File: config.mk
export PLATFORM = sky130hd
export DESIGN_NAME = fsm_ring_sequencer
export DESIGN_NICKNAME = d
export VERILOG_FILES = /design/src/rtl/fsm_ring_sequencer.sv
export SDC_FILE = /design/constraint.sdc
export NUM_CORES = 1
export LEC_CHECK = 0
export ABC_AREA = 0
export CAP_MARGIN = 5
export CELL_PAD_IN_SITES_DETAIL_PLACEMENT = 2
export CELL_PAD_IN_SITES_GLOBAL_PLACEMENT = 2
export CORE_UTILIZATION = 24
export CTS_CLUSTER_SIZE = 28
export DETAILED_ROUTE_END_ITERATION = 8
export GPL_ROUTABILITY_DRIVEN = 0
export PLACE_DENSITY_LB_ADDON = 0.1
export SLEW_MARGIN = 20
export SYNTH_ARGS = -nofsm -noshare
export SYNTH_HDL_FRONTEND = slang
export SYNTH_SLANG_ARGS = --single-unit
File: constraint.sdc
create_clock -name clk -period 2.2 [get_ports clk]
set_clock_uncertainty 0.15 [all_clocks]
set_input_delay 0.22 -clock clk [delete_from_list [all_inputs] [get_ports clk]]
set_output_delay 0.22 -clock clk [all_outputs]
set_load 0.05 [all_outputs]
File: src/rtl/fsm_ring_sequencer.sv
// Ring state sequencer over NUM_STATES states with a selectable register encoding,
// per-state dwell, direction control, parallel load, wrap pulse and illegal-state recovery.
module fsm_ring_sequencer #(
  parameter int    NUM_STATES = 3,
  parameter string ENCODING   = "ONEHOT",
  parameter int    DWELL      = 1,
  parameter int    IDX_W      = $clog2(NUM_STATES)
) (
  input  logic                  clk,
  input  logic                  reset,
  input  logic                  en,
  input  logic                  dir,
  input  logic                  load,
  input  logic [IDX_W-1:0]      load_idx,
  output logic [IDX_W-1:0]      state_idx,
  output logic [NUM_STATES-1:0] state_onehot,
  output logic                  q,
  output logic                  wrap,
  output logic                  err
);

  localparam bit IS_ONEHOT = (ENCODING == "ONEHOT");
  localparam bit IS_GRAY   = (ENCODING == "GRAY");
  localparam int REG_W     = IS_ONEHOT ? NUM_STATES : IDX_W;
  localparam int CNT_W     = (DWELL > 1) ? $clog2(DWELL) : 1;
  localparam bit TWO_RING  = (NUM_STATES == 2);

  localparam logic [IDX_W-1:0] LAST_IDX   = IDX_W'(NUM_STATES - 1);
  localparam logic [CNT_W-1:0] DWELL_LAST = CNT_W'(DWELL - 1);

  logic [REG_W-1:0] state_r, state_nxt;
  logic [CNT_W-1:0] dwell_cnt, dwell_nxt;
  logic             wrap_r, wrap_nxt;
  logic             err_r, err_nxt;
  logic [IDX_W-1:0] cur_idx, step_idx;
  logic             step_wrap, illegal, load_ok;

  function automatic logic [IDX_W-1:0] gray2bin(input logic [IDX_W-1:0] g);
    logic [IDX_W-1:0] b;
    b[IDX_W-1] = g[IDX_W-1];
    for (int i = IDX_W - 2; i >= 0; i--) b[i] = b[i+1] ^ g[i];
    return b;
  endfunction

  function automatic logic [REG_W-1:0] encode(input logic [IDX_W-1:0] idx);
    if (IS_ONEHOT)    return REG_W'(1) << idx;
    else if (IS_GRAY) return REG_W'(idx ^ (idx >> 1));
    else              return REG_W'(idx);
  endfunction

  // Decode the register back to an index and flag codes that name no ring state.
  generate
    if (IS_ONEHOT) begin : g_dec_onehot
      logic [6:0] ones;
      always_comb begin
        cur_idx = '0;
        ones    = '0;
        for (int i = 0; i < NUM_STATES; i++) begin
          if (state_r[i]) begin
            cur_idx = IDX_W'(i);
            ones    = ones + 7'd1;
          end
        end
      end
      assign illegal = (ones != 7'd1);
    end else begin : g_dec_index
      assign cur_idx = IS_GRAY ? gray2bin(state_r) : state_r;
      assign illegal = (32'(cur_idx) >= NUM_STATES);
    end
  endgenerate

  // With two states both directions land on the other state, so every step wraps.
  always_comb begin
    if (dir) begin
      step_idx  = (cur_idx == '0) ? LAST_IDX : cur_idx - IDX_W'(1);
      step_wrap = TWO_RING || (cur_idx == '0);
    end else begin
      step_idx  = (cur_idx == LAST_IDX) ? '0 : cur_idx + IDX_W'(1);
      step_wrap = TWO_RING || (cur_idx == LAST_IDX);
    end
  end

  assign load_ok = (32'(load_idx) < NUM_STATES);

  always_comb begin
    state_nxt = state_r;
    dwell_nxt = dwell_cnt;
    wrap_nxt  = 1'b0;
    err_nxt   = 1'b0;
    if (load) begin
      dwell_nxt = '0;
      if (load_ok) begin
        state_nxt = encode(load_idx);
      end else begin
        state_nxt = encode('0);
        err_nxt   = 1'b1;
      end
    end else if (illegal) begin
      state_nxt = encode('0);
      dwell_nxt = '0;
      err_nxt   = 1'b1;
    end else if (en) begin
      if (dwell_cnt == DWELL_LAST) begin
        dwell_nxt = '0;
        state_nxt = encode(step_idx);
        wrap_nxt  = step_wrap;
      end else begin
        dwell_nxt = dwell_cnt + CNT_W'(1);
      end
    end
  end

  always_ff @(posedge clk) begin
    if (reset) begin
      state_r   <= encode('0);
      dwell_cnt <= '0;
      wrap_r    <= 1'b0;
      err_r     <= 1'b0;
    end else begin
      state_r   <= state_nxt;
      dwell_cnt <= dwell_nxt;
      wrap_r    <= wrap_nxt;
      err_r     <= err_nxt;
    end
  end

  assign state_idx    = cur_idx;
  assign state_onehot = NUM_STATES'(1) << cur_idx;
  assign q            = state_onehot[0];
  assign wrap         = wrap_r;
  assign err          = err_r;

endmodule

==> key figures, run 1 <==
Clock tree
  – Hold buffer count at cts: 0
  – Clock Sink Count: 5
  – Clock latency on the worst-skew pair: 0.25 ns
  – CTS H-tree depth: 1
  – CTS Buffer Depth: 2
  – Worst-path clk slew: 0.05 ns
  – Root Driver: clkbuf_4
  – CTS tree: built
  – TritonCTS Buffers: 3
  – Setup Buffers After CTS: 0

Drt
  – Post-DRT Antenna Nets: 0
  – DR vias/cell: 4.544
  – First-iteration detailed-routing DRC count: 1
  – Detail Route met3 WL: approximately 50 um
  – Routed length on met2: roughly 540 um
  – Met1 wire length: ~520 um
  – Residual DRC: 0
  – Vias post-DR: approximately 410
  – DR pass1 iterations: 3
  – Top layer in use: met4
  – Final wirelength: 1.136 mm
  – Drt wl/cell: about 13 um

Critical path
  – Nature of the critical path endpoint: flop
  – Crit Path Max Fanout: 7
  – CP Class: flop to flop
  – R2R cell count: 5
  – Critical Path AT: approximately 1.9 ns
  – Critical path's slowest cell: or4b_4
  – Crit-path max cell delay: ~0.5 ns
  – Critical Path, Cell by Cell: inv_1 -> ha_1 -> or4b_4 -> nand2_2 -> nor4b_2
  – Required @ worst endpoint: between 2 and 2.5 ns
  – Type of origin of the critical path: flop

Layout
  – Commonest non-fill, non-tap cell in the layout: clkdlybuf4s50_1
  – Share of cells above drive strength 1: 16.92%
  – Finished layout cell area: around 600 um^2
  – Area Overhead vs Synth: 37.64%
  – Commonest non-fill, non-tap cells in the layout: clkdlybuf4s50_1, inv_1, ha_1, dfxtp_1
  – Nets: slightly below 80
  – Number of inserted diodes: 0

Floorplanning
  – Die footprint: ~2000 um^2
  – Ports: 15
  – Core area: ~1700 um^2
  – Die Span X: 45.08 um
  – DIE HEIGHT: about 45 um
  – Num rows: 15
  – Initial Util: between 20% and 30%

Yosys
  – Syn Area/Cell: 8.734 um^2
  – Synth unique cells: 28
  – Number of synthesized register bits: 5
  – Cell taking the most area after synthesis: dfxtp_1
  – Syn Nets: 63
  – Top cell type's share of synthesized area: between 20% and 30%
  – Dominant cells by area after synthesis: dfxtp_1, ha_1, nor4b_2, buf_4, inv_1
  – Yosys warns: 0
  – Sequential-to-total area share from yosys stat: 22.47%
  – Mapped Area: between 400 and 500 um^2
  – Synth Instances: between 50 and 60

STA
  – Slew Limit Fails: 0
  – Hold Violations, Final: 0
  – Max Fclk: around 530 MHz
  – Total negative setup slack: 0 ns
  – Fin crit share: around 86%
  – RSZ-0062 raised after global routing: false
  – Post-layout minimum cycle time: around 1.9 ns
  – Slew @ Worst Pin: 0.5032 ns
  – Slew headroom: 66.35%
  – Setup violators final: 0

Power and ir drop
  – VDD IR max: around 0.23 mV
  – Pwr Density: 642.5 nW/um^2
  – Pwr Total: approximately 0.39 mW
  – Lkg Pwr: approximately 0.29 nW

GRT
  – Gr usage total: around 14%
  – Vias in the first global route: between 400 and 500
  – Largest net degree at the start of global routing: 12
  – Initial antenna violation count: 0
  – First-pass GRT wire length: around 1.9 mm
  – Final global-route overflow total: 0

Worst hold path
  – Hold depth: 2
  – Hold Crit Class: flop to flop

Place
  – Hpwl dp: roughly 950 um
  – Port bufs: 14
  – Area post-placement: just under 600 um^2

Job
  – # Max-Cap Violations: 0

Status
  – Status: completed
==> final cells by class <==
class,instances,area [um^2]
fill,205,1114
sequential,5,100.1
timing repair buffer,15,147.6
clock buffer,4,26.28
tap,25,31.28
multi-input combinational,35,285.3
inverter,6,22.52
==> sequential cells by signal, indices dropped and copies added (netlist names) <==
register	count
wrap	1
err	1
state_r	3
==> metrics by stage <==
step	worst slack [ns]	hold WS (ns)	utilization, %	std cells
6_report	0.3053	0.4113	35.51	90
5_1_grt	0.1711	0.4558	35.51	90
4_1_cts	0.01829	0.4167	35.22	90
3_5_place_dp	0.2957	0.4071	33.70	86
3_3_place_gp	0.2770	0.3996	33.70	86
2_1_floorplan	0.3114	0.1442	-	51
==> metal layers <==
metal	vias up	GRT usage [%]
li1	203	-
met3	4	3.200
met5	-	0
met4	0	9.091
met2	11	20.87
met1	191	18.38
==> kinds of logic (layout without fill, tap and decap cells) <==
family,Yosys count,count (layout),synth area share (%)
and+or+nand+nor,20,20,33.71
buffers and inverters,11,25,13.48
DFF,5,5,22.47
AOI/OAI and AO/OA,9,9,14.33
xor gates and xnor gates,1,1,1.967
adders and majority gates,5,5,14.04
==> report_power, final <==
part	total (mW)	internal (mW)	leakage [nW]	switching [mW]
combinational	0.174	0.0701	0.232	0.104
sequential	0.107	0.0994	0.0411	0.00759
clock	0.113	0.0690	0.0150	0.0441
==> cell usage after synthesis, drive strengths merged <==
library cell and count:
inv 6, dfxtp 5, ha 5, buf 4, nand2b 3, nor2 3, a21oi 2, nand2 2
nor2b 2, nor3 2, nor4b 2, o21ai 2, a221oi 1, a32o 1, and2 1, and3b 1
and4bb 1, clkbuf 1, nand3 1, nand4bb 1, o2111ai 1, o211ai 1, o32ai 1, or4b 1
xnor2 1
==> timing repair <==
| action | 4_1_cts | 5_1_grt |
|---|---|---|
| resized for setup | 0 | 2 |
| hold endpoints to repair | 0 | 0 |
| endpoints found under the setup margin | 0 | 2 |
==> worst max-delay path, delay by kind of cell (launching register included) <==
kind / cells / cell delay (ns)
flip-flops: 1 / 0.47
adder cells (fa/ha/maj): 1 / 0.33
AND/OR/NAND/NOR: 3 / 0.76
buffers and inverters: 1 / 0.10
==> worst paths after layout <==
path         slack, ns  startpoint          to
max               0.31  state_r[1]        wrap
min               0.41  state_r[0]  state_r[0]
max reg2reg       0.31  state_r[1]        wrap
min reg2reg       0.41  state_r[0]  state_r[0]
Power figures use the tool's default switching activity.
==> run 2, diff against run 1 <==
--- a/config.mk
+++ b/config.mk
@@ -9,11 +9,12 @@
 export CAP_MARGIN = 5
 export CELL_PAD_IN_SITES_DETAIL_PLACEMENT = 2
 export CELL_PAD_IN_SITES_GLOBAL_PLACEMENT = 2
-export CORE_UTILIZATION = 24
+export CORE_UTILIZATION = 26
+export CTS_BUF_LIST = sky130_fd_sc_hd__clkbuf_8
 export CTS_CLUSTER_SIZE = 28
 export DETAILED_ROUTE_END_ITERATION = 8
 export GPL_ROUTABILITY_DRIVEN = 0
-export PLACE_DENSITY_LB_ADDON = 0.1
+export PLACE_DENSITY_LB_ADDON = 0.2
 export SLEW_MARGIN = 20
 export SYNTH_ARGS = -nofsm -noshare
 export SYNTH_HDL_FRONTEND = slang
==> run 2 against run 1 <==
The flow now finishes with violations (DRC). Largest cell class unchanged. Highest routed layer unchanged. Global-route usage is 1.2 points higher. Clock power rose by 53%. Critical endpoint is now q. Sequential power hardly changed. Total power increased by 15%. Utilization is 3.8 points higher. Critical path type is now flop to output pin.
==> key figures, run 2 (synthesized netlist as in run 1, its figures left out) <==
Status
  – Status: finished with violations (was completed)
  – Failing checks: DRC

Critical path
  – CP top delay family: buffers and inverters (was simple AND/OR/NAND/NOR gates)
  – Crit-path max cell delay: 0.83 ns (was 0.49 ns)
  – Nature of the critical path endpoint: output pin (was flop)
  – CP Class: flop to output pin (was flop to flop)
  – Crit Path Max Fanout: 14 (was 7)
  – Required @ worst endpoint: 1.83 ns (was 2.22 ns)
  – Critical Path Start: state_r[2] (was state_r[1])
  – Type of origin of the critical path: flop (unchanged)
  – CP Buf/Inv Count: 1 (unchanged)
  – Critical path's slowest cell: clkdlybuf4s50_1 (was or4b_4)
  – Critical Path AT: 1.72 ns (was 1.92 ns)
  – Critical Path, Cell by Cell: nor2_1 -> clkdlybuf4s50_1 (was inv_1 -> ha_1 -> or4b_4 -> nand2_2 -> nor4b_2)
  – Worst r2r src: state_r[1] (unchanged)

Place
  – Area post-placement: 568.0 um^2 (was 581.8 um^2)
  – Pre-CTS WS: 0.3281 ns (was 0.2957 ns)
  – Port bufs: 14 (unchanged)
  – Hpwl dp: 857.8 um (was 948.4 um)

Power and ir drop
  – Clock power frac: 38.0% (was 28.7%)
  – Switch share: 35.96% (was 39.44%)
  – Lkg Pwr: 0.2609 nW (was 0.2877 nW)
  – Pwr Density: 741.0 nW/um^2 (was 642.5 nW/um^2)
  – P_sw: 0.1634 mW (was 0.1554 mW)
  – Reg power frac: 24.3% (was 27.2%)
  – VDD IR max: 0.4592 mV (was 0.2279 mV)
  – Gate power share: 37.7% (was 44.1%)
  – Pint: 0.2909 mW (was 0.2385 mW)

Layout
  – Share of cells above drive strength 1: 12.50% (was 16.92%)
  – Multi-input combinational cell area: 285.3 um^2 (unchanged)
  – Finished layout cell area: 613.1 um^2 (unchanged)
  – Commonest non-fill, non-tap cells in the layout: clkdlybuf4s50_1, inv_1, ha_1, dfxtp_1 (unchanged)
  – Fill count: 171 (was 205)
  – Top reg by flops: state_r (unchanged)
  – Max reg flops: 3 (unchanged)
  – Number of inserted diodes: 0 (unchanged)
  – Area Overhead vs Synth: 37.64% (unchanged)
  – Sequential cell area: 100.1 um^2 (unchanged)
  – Fin util: 39.33% (was 35.51%)
  – Commonest non-fill, non-tap cell in the layout: clkdlybuf4s50_1 (unchanged)
  – Nets: 77 (was 78)

STA
  – Setup violators final: 0 (unchanged)
  – Max Fclk: 477.5 MHz (was 527.8 MHz)
  – Hold Violations, Final: 0 (unchanged)
  – Slew @ Worst Pin: 0.5001 ns (was 0.5032 ns)
  – Slew headroom: 66.56% (was 66.35%)
  – Worst setup margin: 0.1058 ns (was 0.3053 ns)
  – Total negative setup slack: 0 ns (unchanged)
  – RSZ-0062 raised after global routing: false (unchanged)
  – Slew Limit Fails: 0 (unchanged)
  – Fin crit share: 95.19% (was 86.12%)
  – Post-layout minimum cycle time: 2.094 ns (was 1.895 ns)

Clock tree
  – Worst-path clk slew: 0.04 ns (was 0.05 ns)
  – Setup Buffers After CTS: 0 (unchanged)
  – PostCTS Resize Cnt: 0 (unchanged)
  – CTS H-tree depth: 1 (unchanged)
  – Clock latency on the worst-skew pair: 0.23 ns (was 0.25 ns)
  – Root Driver: clkbuf_8 (was clkbuf_4)
  – TritonCTS Buffers: 3 (unchanged)
  – CTS Buffer Depth: 2 (unchanged)
  – Hold buffer count at cts: 0 (unchanged)
  – CTS tree: built (unchanged)
  – Clock Sink Count: 5 (unchanged)

Floorplanning
  – Num rows: 14 (was 15)
  – Initial Util: 28.57% (was 25.80%)
  – Die footprint: 1883 um^2 (was 2032 um^2)
  – Die Span X: 43.39 um (was 45.08 um)
  – DIE HEIGHT: 43.39 um (was 45.08 um)
  – Core area: 1559 um^2 (was 1727 um^2)
  – Ports: 15 (unchanged)

Drt
  – Drt wl/cell: 14.29 um (was 12.62 um)
  – Post-DRT Antenna Nets: 0 (unchanged)
  – DR pass1 iterations: 5 (was 3)
  – Final wirelength: 1.143 mm (was 1.136 mm)
  – Vias post-DR: 412 (was 409)
  – First-iteration detailed-routing DRC count: 3 (was 1)
  – Residual DRC: 2 (was 0)
  – DR vias/cell: 5.150 (was 4.544)

GRT
  – Gr usage total: 15.29% (was 14.13%)
  – First-pass GRT wire length: 2.028 mm (was 1.918 mm)
  – Final global-route overflow total: 0 (unchanged)
  – Vias in the first global route: 442 (was 431)
  – Largest net degree at the start of global routing: 15 (was 12)
  – Initial antenna violation count: 0 (unchanged)

Job
  – # Max-Cap Violations: 0 (unchanged)

Worst hold path
  – HP Start: state_r[0] (unchanged)
  – Hold Crit Class: flop to flop (unchanged)
-- run 2: worst register-to-register path: cells and delay by family, from the launching register on --
kind          cells  cell delay [ns]
buf+inv           1             0.10
fa+ha+maj         1             0.33
flops             1             0.45
simple gates      3             0.76
-- run 2: routing by layer --
metal | part of all wire [%] | track usage, % | wire length, um | vias to the layer above
met4 | 0.87 | 3.750 | 10 | 0
met5 | 0 | 0 | 0 | -
met3 | 4.7 | 7.500 | 54 | 2
li1 | - | - | - | 203
met1 | 46 | 18.39 | 528 | 196
met2 | 48 | 24.55 | 549 | 11
-- run 2: final cells by class --
class | count | share of cell area (%)
flip-flops and latches | 5 | 16.33
clock buffers | 3 | 6.735
repair buffers | 14 | 22.86
inverters | 6 | 3.673
clock inverters | 1 | 0.6122
multi-input cells | 35 | 46.53
well taps | 16 | 3.265
-- run 2: worst paths after layout --
| check | end | slack, ns | cells past startpoint |
|---|---|---|---|
| setup / recovery | q | 0.11 | 2 |
| setup reg to reg | wrap | 0.33 | 5 |
| hold / removal | state_r[0] | 0.41 | 2 |
| hold reg to reg | state_r[0] | 0.41 | 2 |
-- run 2: power by group through the flow --
| stage | sequential, mW | clock (mW) | combinational, mW |
|---|---|---|---|
| detailed placement | 0.112 | 0 | 0.171 |
| floorplan | 0.116 | 0 | 0.119 |
| global placement | 0.112 | 0 | 0.171 |
| global route | 0.113 | 0.188 | 0.184 |
| CTS | 0.111 | 0.181 | 0.173 |
| finish | 0.110 | 0.173 | 0.171 |
-- run 2: stage by stage --
stage,cells,power (mW),hold WS [ns]
after floorplan,51,0.2353,0.1442
after global placement,76,0.2829,0.4071
after detailed placement,76,0.2833,0.4169
after CTS,80,0.4641,0.4226
after global routing,80,0.4852,0.4868
final,80,0.4543,0.4128
==> run 3, diff against run 2 <==
--- a/config.mk
+++ b/config.mk
@@ -9,8 +9,7 @@
 export CAP_MARGIN = 5
 export CELL_PAD_IN_SITES_DETAIL_PLACEMENT = 2
 export CELL_PAD_IN_SITES_GLOBAL_PLACEMENT = 2
-export CORE_UTILIZATION = 26
-export CTS_BUF_LIST = sky130_fd_sc_hd__clkbuf_8
+export CORE_UTILIZATION = 24
 export CTS_CLUSTER_SIZE = 28
 export DETAILED_ROUTE_END_ITERATION = 8
 export GPL_ROUTABILITY_DRIVEN = 0
==> run 3 against run 2 <==
Setup slack better by 0.068 ns. First-iteration DRC count increased by 100%. Sequential power about the same. Utilization down 3.4 points. The run now ends clean. Highest routed layer is now met3. Die area rose by 7.9%.
==> key figures, run 3 (synthesized netlist as in run 1, its figures left out) <==
Status
  – Status: completed (was finished with violations)

Clock tree
  – Hold buffer count at cts: 0 (unchanged)
  – TritonCTS Buffers: 3 (unchanged)
  – PostCTS Resize Cnt: 0 (unchanged)
  – CTS H-tree depth: 1 (unchanged)
  – CTS tree: built (unchanged)
  – Worst-path clk slew: 0.05 ns (was 0.04 ns)
  – Root Driver: clkbuf_4 (was clkbuf_8)
  – Clock Sink Count: 5 (unchanged)
  – CTS Buffer Depth: 2 (unchanged)
  – Setup Buffers After CTS: 0 (unchanged)
  – Clock latency on the worst-skew pair: 0.25 ns (was 0.23 ns)

Layout
  – Area Overhead vs Synth: 39.33% (was 37.64%)
  – Share of cells above drive strength 1: 18.18% (was 12.50%)
  – Number of inserted diodes: 0 (unchanged)
  – Nets: 79 (was 77)
  – Max reg flops: 3 (unchanged)
  – Commonest non-fill, non-tap cells in the layout: clkdlybuf4s50_1, inv_1, ha_1, dfxtp_1, buf_4 (was clkdlybuf4s50_1, inv_1, ha_1, dfxtp_1)
  – Multi-input combinational cell area: 285.3 um^2 (unchanged)
  – Commonest non-fill, non-tap cell in the layout: clkdlybuf4s50_1 (unchanged)
  – Sequential cell area: 100.1 um^2 (unchanged)
  – Top reg by flops: state_r (unchanged)
  – Finished layout cell area: 620.6 um^2 (was 613.1 um^2)
  – Fill count: 207 (was 171)
  – Fin util: 35.94% (was 39.33%)

Floorplanning
  – Num rows: 15 (was 14)
  – Initial Util: 25.80% (was 28.57%)
  – Die footprint: 2032 um^2 (was 1883 um^2)
  – Die Span X: 45.08 um (was 43.39 um)
  – Core area: 1727 um^2 (was 1559 um^2)
  – Ports: 15 (unchanged)
  – DIE HEIGHT: 45.08 um (was 43.39 um)

STA
  – Slew Limit Fails: 0 (unchanged)
  – RSZ-0062 raised after global routing: false (unchanged)
  – Max Fclk: 493.6 MHz (was 477.5 MHz)
  – Fin crit share: 92.08% (was 95.19%)
  – Slew @ Worst Pin: 0.5162 ns (was 0.5001 ns)
  – Slew headroom: 65.48% (was 66.56%)
  – Hold WS: 0.4137 ns (was 0.4128 ns)
  – Total negative setup slack: 0 ns (unchanged)
  – Hold Violations, Final: 0 (unchanged)
  – Setup violators final: 0 (unchanged)
  – Post-layout minimum cycle time: 2.026 ns (was 2.094 ns)

Drt
  – DR vias/cell: 4.549 (was 5.150)
  – Post-DRT Antenna Nets: 0 (unchanged)
  – Residual DRC: 0 (was 2)
  – Vias post-DR: 414 (was 412)
  – DR pass1 iterations: 2 (was 5)
  – Final wirelength: 1.211 mm (was 1.143 mm)
  – Drt wl/cell: 13.31 um (was 14.29 um)
  – First-iteration detailed-routing DRC count: 6 (was 3)

Critical path
  – CP Class: flop to output pin (unchanged)
  – Nature of the critical path endpoint: output pin (unchanged)
  – Type of origin of the critical path: flop (unchanged)
  – Required @ worst endpoint: 1.83 ns (about the same)
  – Critical Path AT: 1.66 ns (was 1.72 ns)
  – CP top delay family: buffers and inverters (unchanged)
  – Crit Path Max Fanout: 10 (was 14)
  – Critical Path, Cell by Cell: clkdlybuf4s50_1 (was nor2_1 -> clkdlybuf4s50_1)
  – Crit-path max cell delay: 0.88 ns (was 0.83 ns)
  – CP Buf/Inv Count: 1 (unchanged)
  – Critical path's slowest cell: clkdlybuf4s50_1 (unchanged)

GRT
  – Initial antenna violation count: 0 (unchanged)
  – Vias in the first global route: 416 (was 442)
  – First-pass GRT wire length: 2.090 mm (was 2.028 mm)
  – Largest net degree at the start of global routing: 11 (was 15)
  – Gr usage total: 15.10% (was 15.29%)
  – Final global-route overflow total: 0 (unchanged)

Power and ir drop
  – Lkg Pwr: 0.2925 nW (was 0.2609 nW)
  – VDD IR max: 0.2544 mV (was 0.4592 mV)
  – Pwr Total: 0.3962 mW (was 0.4543 mW)
  – Pwr Density: 638.4 nW/um^2 (was 741.0 nW/um^2)

Worst hold path
  – Hold Crit Class: flop to flop (unchanged)

Place
  – Port bufs: 14 (unchanged)
  – Area post-placement: 589.3 um^2 (was 568.0 um^2)
  – Hpwl dp: 935.4 um (was 857.8 um)

Job
  – # Max-Cap Violations: 0 (unchanged)
==> run 3: cell type report <==
cell class | instances | area share, %
multi-input cells | 35 | 45.97
clock buffers | 4 | 4.234
flip-flops and latches | 5 | 16.13
well taps | 25 | 5.040
repair buffers | 16 | 25.00
inverters | 6 | 3.629
==> run 3: metrics by stage <==
| stage | cells | worst slack, ns |
|---|---|---|
| after global routing | 91 | 0.1124 |
| after global placement | 87 | 0.3675 |
| after detailed placement | 87 | 0.3621 |
| final | 91 | 0.1742 |
| after CTS | 91 | 0.06329 |
| after floorplan | 51 | 0.3114 |
==> run 3: path summary, 6_finish.rpt <==
kind / startpoint / end / slack (ns) / cells after the start
min: state_r[0] / state_r[0] / 0.41 / 2
max reg2reg: state_r[1] / wrap / 0.31 / 5
max: state_r[2] / state_idx[1] / 0.17 / 1
min reg2reg: state_r[0] / state_r[0] / 0.41 / 2
==> run 3: report_power, final <==
group	switching, mW	internal [mW]
sequential	0.00973	0.0994
combinational	0.104	0.0714
clock	0.0427	0.0689
total	0.156	0.240
==> run 3: routing by layer <==
layer  up-vias  GRT usage (%)  routed length, um
met5         -              0                  0
met1       193          19.02                513
met3         0          6.000                 67
li1        206              -                  -
met2        15          23.19                630
met4         0          5.455                  0
